<file path="src/rtl/wm_mole_sequencer_if.sv">
// Player-side bundle of the whack-a-mole round engine: game controls, buttons, LED drive and score.
// master = controller/test side, slave = the sequencer.
interface wm_mole_sequencer_if #(
    parameter int N_MOLES = 4,
    parameter int IDX_W   = 2,
    parameter int TIME_W  = 16,
    parameter int SCORE_W = 8
);
    logic               enable;
    logic               clear;
    logic [IDX_W-1:0]   rn;
    logic [TIME_W-1:0]  on_time;
    logic [TIME_W-1:0]  gap_time;
    logic [N_MOLES-1:0] btn;
    logic [N_MOLES-1:0] mole;
    logic               hit;
    logic               miss;
    logic [SCORE_W-1:0] score;
    logic [SCORE_W-1:0] misses;
    logic               active;

    modport master (
        output enable, clear, rn, on_time, gap_time, btn,
        input  mole, hit, miss, score, misses, active
    );

    modport slave (
        input  enable, clear, rn, on_time, gap_time, btn,
        output mole, hit, miss, score, misses, active
    );
endinterface

</file>
<file path="src/rtl/wm_mole_sequencer.sv">
// Whack-a-mole round engine: dark gap, one random mole lit for on_time+1 cycles, hit/miss judged from buttons.
// Latency: all outputs registered; a correct button is reflected (hit, score, mole off) one edge later.
// Backpressure: none; inputs are sampled every cycle and out-of-range rn simply stretches the gap.
module wm_mole_sequencer #(
    parameter int N_MOLES = 4,
    parameter int IDX_W   = 2,
    parameter int TIME_W  = 16,
    parameter int SCORE_W = 8
) (
    input  logic                clk,
    input  logic                reset,
    wm_mole_sequencer_if.slave  bus
);
    typedef enum logic [1:0] {IDLE, GAP, SHOW} state_t;

    localparam logic [IDX_W:0]     MOLE_LIM = (IDX_W + 1)'(N_MOLES);
    localparam logic [N_MOLES-1:0] MOLE_ONE = N_MOLES'(1);

    state_t             state, state_nxt;
    logic [TIME_W-1:0]  timer, timer_nxt;
    logic [N_MOLES-1:0] mole_q, mole_nxt;
    logic               hit_q, hit_nxt;
    logic               miss_q, miss_nxt;
    logic [SCORE_W-1:0] score_q, score_nxt;
    logic [SCORE_W-1:0] misses_q, misses_nxt;
    logic               active_q;
    logic               rn_ok;
    logic               struck;

    // Out-of-range indices are rejected rather than folded, so every mole stays equally likely.
    assign rn_ok  = {1'b0, bus.rn} < MOLE_LIM;
    assign struck = |(bus.btn & mole_q);

    always_comb begin
        state_nxt  = state;
        timer_nxt  = timer;
        mole_nxt   = mole_q;
        hit_nxt    = 1'b0;
        miss_nxt   = 1'b0;
        score_nxt  = score_q;
        misses_nxt = misses_q;

        if (!bus.enable) begin
            state_nxt = IDLE;
            timer_nxt = '0;
            mole_nxt  = '0;
        end else begin
            case (state)
                IDLE: begin
                    state_nxt = GAP;
                    timer_nxt = bus.gap_time;
                    mole_nxt  = '0;
                end
                GAP: begin
                    if (timer != '0) begin
                        timer_nxt = timer - TIME_W'(1);
                    end else if (rn_ok) begin
                        state_nxt = SHOW;
                        mole_nxt  = MOLE_ONE << bus.rn;
                        timer_nxt = bus.on_time;
                    end
                end
                SHOW: begin
                    // A hit on the final lit cycle beats the timeout.
                    if (struck) begin
                        hit_nxt   = 1'b1;
                        score_nxt = (score_q == '1) ? score_q : score_q + SCORE_W'(1);
                        mole_nxt  = '0;
                        state_nxt = GAP;
                        timer_nxt = bus.gap_time;
                    end else if (timer == '0) begin
                        miss_nxt   = 1'b1;
                        misses_nxt = (misses_q == '1) ? misses_q : misses_q + SCORE_W'(1);
                        mole_nxt   = '0;
                        state_nxt  = GAP;
                        timer_nxt  = bus.gap_time;
                    end else begin
                        timer_nxt = timer - TIME_W'(1);
                    end
                end
                default: begin
                    state_nxt = IDLE;
                    timer_nxt = '0;
                    mole_nxt  = '0;
                end
            endcase
        end

        if (bus.clear) begin
            score_nxt  = '0;
            misses_nxt = '0;
        end
    end

    always_ff @(posedge clk or negedge reset) begin
        if (!reset) begin
            state    <= IDLE;
            timer    <= '0;
            mole_q   <= '0;
            hit_q    <= 1'b0;
            miss_q   <= 1'b0;
            score_q  <= '0;
            misses_q <= '0;
            active_q <= 1'b0;
        end else begin
            state    <= state_nxt;
            timer    <= timer_nxt;
            mole_q   <= mole_nxt;
            hit_q    <= hit_nxt;
            miss_q   <= miss_nxt;
            score_q  <= score_nxt;
            misses_q <= misses_nxt;
            active_q <= (state_nxt != IDLE);
        end
    end

    assign bus.mole   = mole_q;
    assign bus.hit    = hit_q;
    assign bus.miss   = miss_q;
    assign bus.score  = score_q;
    assign bus.misses = misses_q;
    assign bus.active = active_q;
endmodule

</file>
<file path="src/flat_wrapper.sv">
// flat-port wrapper written by rule: the top's interface ports become plain ports
module wm_mole_sequencer_flat 
#(
    parameter int N_MOLES = 4,
    parameter int IDX_W   = 2,
    parameter int TIME_W  = 16,
    parameter int SCORE_W = 8
)
  (clk, reset, bus_enable, bus_clear, bus_rn, bus_on_time, bus_gap_time, bus_btn, bus_mole, bus_hit, bus_miss, bus_score, bus_misses, bus_active);
  wm_mole_sequencer_if #(.N_MOLES(N_MOLES), .IDX_W(IDX_W), .TIME_W(TIME_W), .SCORE_W(SCORE_W)) bus_i ();
  input  logic clk;
  input  logic reset;
  input wire logic [$bits(bus_i.enable)-1:0] bus_enable;
  input wire logic [$bits(bus_i.clear)-1:0] bus_clear;
  input wire logic [$bits(bus_i.rn)-1:0] bus_rn;
  input wire logic [$bits(bus_i.on_time)-1:0] bus_on_time;
  input wire logic [$bits(bus_i.gap_time)-1:0] bus_gap_time;
  input wire logic [$bits(bus_i.btn)-1:0] bus_btn;
  output wire logic [$bits(bus_i.mole)-1:0] bus_mole;
  output wire logic [$bits(bus_i.hit)-1:0] bus_hit;
  output wire logic [$bits(bus_i.miss)-1:0] bus_miss;
  output wire logic [$bits(bus_i.score)-1:0] bus_score;
  output wire logic [$bits(bus_i.misses)-1:0] bus_misses;
  output wire logic [$bits(bus_i.active)-1:0] bus_active;
  assign bus_i.enable = bus_enable;
  assign bus_i.clear = bus_clear;
  assign bus_i.rn = bus_rn;
  assign bus_i.on_time = bus_on_time;
  assign bus_i.gap_time = bus_gap_time;
  assign bus_i.btn = bus_btn;
  assign bus_mole = bus_i.mole;
  assign bus_hit = bus_i.hit;
  assign bus_miss = bus_i.miss;
  assign bus_score = bus_i.score;
  assign bus_misses = bus_i.misses;
  assign bus_active = bus_i.active;
  wm_mole_sequencer #(.N_MOLES(N_MOLES), .IDX_W(IDX_W), .TIME_W(TIME_W), .SCORE_W(SCORE_W)) u_core (.clk(clk), .reset(reset), .bus(bus_i));
endmodule
</file>
<file path="config.mk">
export PLATFORM = sky130hd
export DESIGN_NAME = wm_mole_sequencer_flat
export DESIGN_NICKNAME = d
export VERILOG_FILES = /design/src/rtl/wm_mole_sequencer_if.sv /design/src/rtl/wm_mole_sequencer.sv /design/src/flat_wrapper.sv
export SDC_FILE = /design/constraint.sdc
export NUM_CORES = 1
export LEC_CHECK = 0
export CORE_AREA = 2 2 99 53
export CTS_CLUSTER_DIAMETER = 40
export DETAILED_ROUTE_END_ITERATION = 8
export DIE_AREA = 0 0 101 55
export HOLD_SLACK_MARGIN = 0.08
export PLACE_DENSITY = 0.95
export SETUP_SLACK_MARGIN = 0.02
export SLEW_MARGIN = 20
export SYNTH_ARGS = -nofsm -noshare
export SYNTH_HDL_FRONTEND = slang
export SYNTH_SLANG_ARGS = --single-unit
export TNS_END_PERCENT = 50
</file>
<file path="constraint.sdc">
create_clock -name clk -period 3.6 [get_ports clk]
set_clock_uncertainty 0.1 [all_clocks]
set_input_delay 0.72 -clock clk [delete_from_list [all_inputs] [get_ports clk]]
set_output_delay 0.72 -clock clk [all_outputs]
set_load 0.01 [all_outputs]
</file>
==> impl_metrics.json <==
{
  "rows": 18,
  "hp-class": "input port to asynchronous set/reset pin",
  "gp_congestion": 0.834,
  "synthSimpleGateAreaFrac_pct": 27.2,
  "synth-adder-area-share_pct": 2.11,
  "grt_overflow_total": 0,
  "synth_nets": 295,
  "syn_area_mm2": 0.00238,
  "routed_wl_um": 6040,
  "first_pass_iters": 4,
  "power_leakage_nw": 1.27,
  "port_buffers": 64,
  "status": "finished, final reports clean",
  "synth_cells": 249,
  "syn2layout_area_growth_pct": 32.8,
  "root_buffer": "clkbuf_8",
  "grt_usage_pct": 22.8,
  "start_util_pct": 50.3,
  "max_cap_viol_count": 0,
  "drc_errors": 0,
  "grt_start_max_net_pins": 42,
  "dieArea_mm2": 0.00556,
  "synth_edf_count": 0,
  "drive_gt1_share_pct": 9.90,
  "grt_antenna_before_repair": 0,
  "period_needed_ps": 2700,
  "cts_buffers": 5,
  "yosysWarnings": 0,
  "cts.sinks": 41,
  "seq_area_frac_synth_pct": 43.2,
  "yosys_most_used_dff": "dfrtp_1",
  "dieWidth_um": 101,
  "finalHoldViolations": 0,
  "tightest_slew_ps": 919,
  "synth_xor_xnor_area_share_pct": 9.58,
  "switchingPower_mw": 0.378,
  "core-area_mm2": 0.00473,
  "power_frac_comb_pct": 27.5,
  "ys_seq_elements": 41,
  "clock_latency_ps": 300,
  "yosysTopAreaCellShare_pct": 43.2,
  "synth_area_leaders": "dfrtp_1, xnor2_1, a22oi_1",
  "drtIter0Drc": 96,
  "cp.arrival_ps": 2770,
  "cts_setup_buffers": 0,
  "synth_top_family_by_area": "simple AND/OR/NAND/NOR gates",
  "power_mw": 1.20,
  "setup_violations": 0,
  "n_antenna_cell": 0,
  "post-dp-hpwl_um": 4440,
  "synth.area.mux_share_pct": 1.37,
  "layout_commonest_cell": "clkdlybuf4s50_1",
  "wl_per_cell_um": 16.2,
  "path_class": "input port to flop",
  "cp_max_fo": 8,
  "syn_avg_cell_area_um2": 9.55,
  "maxSlewViolCount": 0,
  "critPathLaunchType": "input port",
  "max-clock-path-buffers": 2,
  "finalSetupTns_ps": 0,
  "power-per-cell-area_mw_per_mm2": 381,
  "cp-end-kind": "flop",
  "p_clk_share_pct": 28.2,
  "cts_max_level": 2,
  "cts_tree": "built",
  "seqPwrFrac_pct": 44.3,
  "dieHeight_um": 55,
  "ctsHoldBuffers": 0,
  "ys_types": 47,
  "grt_pass1_vias": 1986,
  "viasPerCell": 5.64,
  "vias": 2102,
  "yosysTopAreaCell": "dfrtp_1",
  "swShare_pct": 31.4,
  "grt_setup_unrepaired": "false",
  "p_int_mw": 0.824,
  "grt_pass1_wl_um": 9590,
  "cts-resized-gates": 0,
  "slew_headroom_pct": 38.8,
  "ant_nets": 0,
  "seqCellArea_mm2": 0.00103,
  "max_clock_freq_mhz": 370,
  "nNetsFinal": 358,
  "async_reset_ff_share_pct": 100,
  "r2r_start": "u_core.timer[10]$_DFF_PN0_",
  "post-route-period-util_pct": 75.1,
  "path_clk_slew_ps": 80,
  "synth_compound_area_share_pct": 13.4,
  "multiInputGateArea_mm2": 0.00127,
  "fillCellCount": 390,
  "most-common-layout-cells": "clkdlybuf4s50_1, dfrtp_1, nor2_1",
  "rrSetupSlack_ps": 1120,
  "r2r-end": "u_core.timer[8]$_DFF_PN0_",
  "io_pins": 65,
  "r2r_cells": 5,
  "cp.required_ps": 3670,
  "irDropWorstVdd_v": 0.000180
}
-- through the flow --
stage	setup slack, ps	instance area, um2	cells	utilization [%]	hold slack, ps
2_1_floorplan	1360	2380	249	-	324
3_3_place_gp	703	3060	365	64.6	432
3_5_place_dp	633	3060	365	64.6	425
4_1_cts	932	3160	373	66.8	452
5_1_grt	646	3160	373	66.8	473
6_report	896	3160	373	66.8	446
-- cell type report --
type	count	share of cell area (%)
clock buffer	7	3.05
clock inverter	1	0.158
inverter	4	0.475
multi-input combinational	192	40.4
sequential	41	32.5
tap	60	2.38
timing repair buffer	68	21.1
-- power by group through the flow --
stage,Sequential (mW),Clock (mW),Combinational (mW)
2_1_floorplan,0.533,0,0.222
3_3_place_gp,0.537,0,0.317
3_5_place_dp,0.540,0,0.328
4_1_cts,0.531,0.344,0.330
5_1_grt,0.537,0.361,0.365
6_report,0.532,0.339,0.331
-- Yosys cell counts (2+ instances only) --
cell type   n
nor3b_1     3
a22oi_1    16
nand3_1    13
xor2_1      5
clkbuf_1    5
o21a_1      2
nor4_4      2
a21oi_1    17
nand2_1    24
a31oi_1     2
nor2b_1     3
nand4_1     5
nor3_1      6
o21ai_0     4
buf_2       4
xnor2_1    21
nor4_1      4
nor2_1     28
nand4b_1    3
nor4_2      5
inv_1       4
and3_1      3
mux2_2      2
and4_1      2
dfrtp_1    41
ha_1        4
-- critical path: stages --
cell	delay [ps]
clkdlybuf4s50_1	390
a22oi_1	470
nand3_1	470
nor3_1	450
mux2i_1	230
nor2_1	50
-- flip-flops by register name (all words and copies together), names as in the netlist --
name / cells
u_core.timer: 16
u_core.bus.mole: 4
u_core.bus.score: 8
u_core.bus.hit: 1
u_core.state: 2
u_core.bus.active: 1
u_core.bus.misses: 8
u_core.bus.miss: 1
-- per-layer routing --
metal / vias to the layer above / global-route usage, % / part of all wire [%]
met5: - / 0 / 0
met4: 0 / 6.53 / 0.73
met3: 5 / 5.40 / 6.0
met2: 68 / 34.6 / 44
met1: 1008 / 32.8 / 50
li1: 1021 / - / -
-- kinds of logic after synthesis --
logic type,Yosys count
buffers and inverters,16
AO/OA/AOI/OAI,48
flip-flops,41
AND/OR/NAND/NOR,111
XOR/XNOR,26
adder cells (fa/ha/maj),4
multiplexers,3
-- worst max-delay path by stage --
stage | start | endpoint | slack, ps | cells after the start
4_1_cts | bus_btn[2] | u_core.bus.misses[1]$_DFFE_PN0P_ | 930 | 6
5_1_grt | bus_btn[0] | u_core.bus.misses[1]$_DFFE_PN0P_ | 650 | 6
6_report | bus_btn[0] | u_core.bus.misses[1]$_DFFE_PN0P_ | 900 | 6
3_5_place_dp | bus_btn[0] | u_core.bus.misses[1]$_DFFE_PN0P_ | 630 | 6
2_1_floorplan | bus_btn[0] | u_core.bus.misses[1]$_DFFE_PN0P_ | 1360 | 5
3_3_place_gp | bus_btn[0] | u_core.bus.misses[1]$_DFFE_PN0P_ | 700 | 6
No activity file was read; power rests on OpenSTA's default activity.
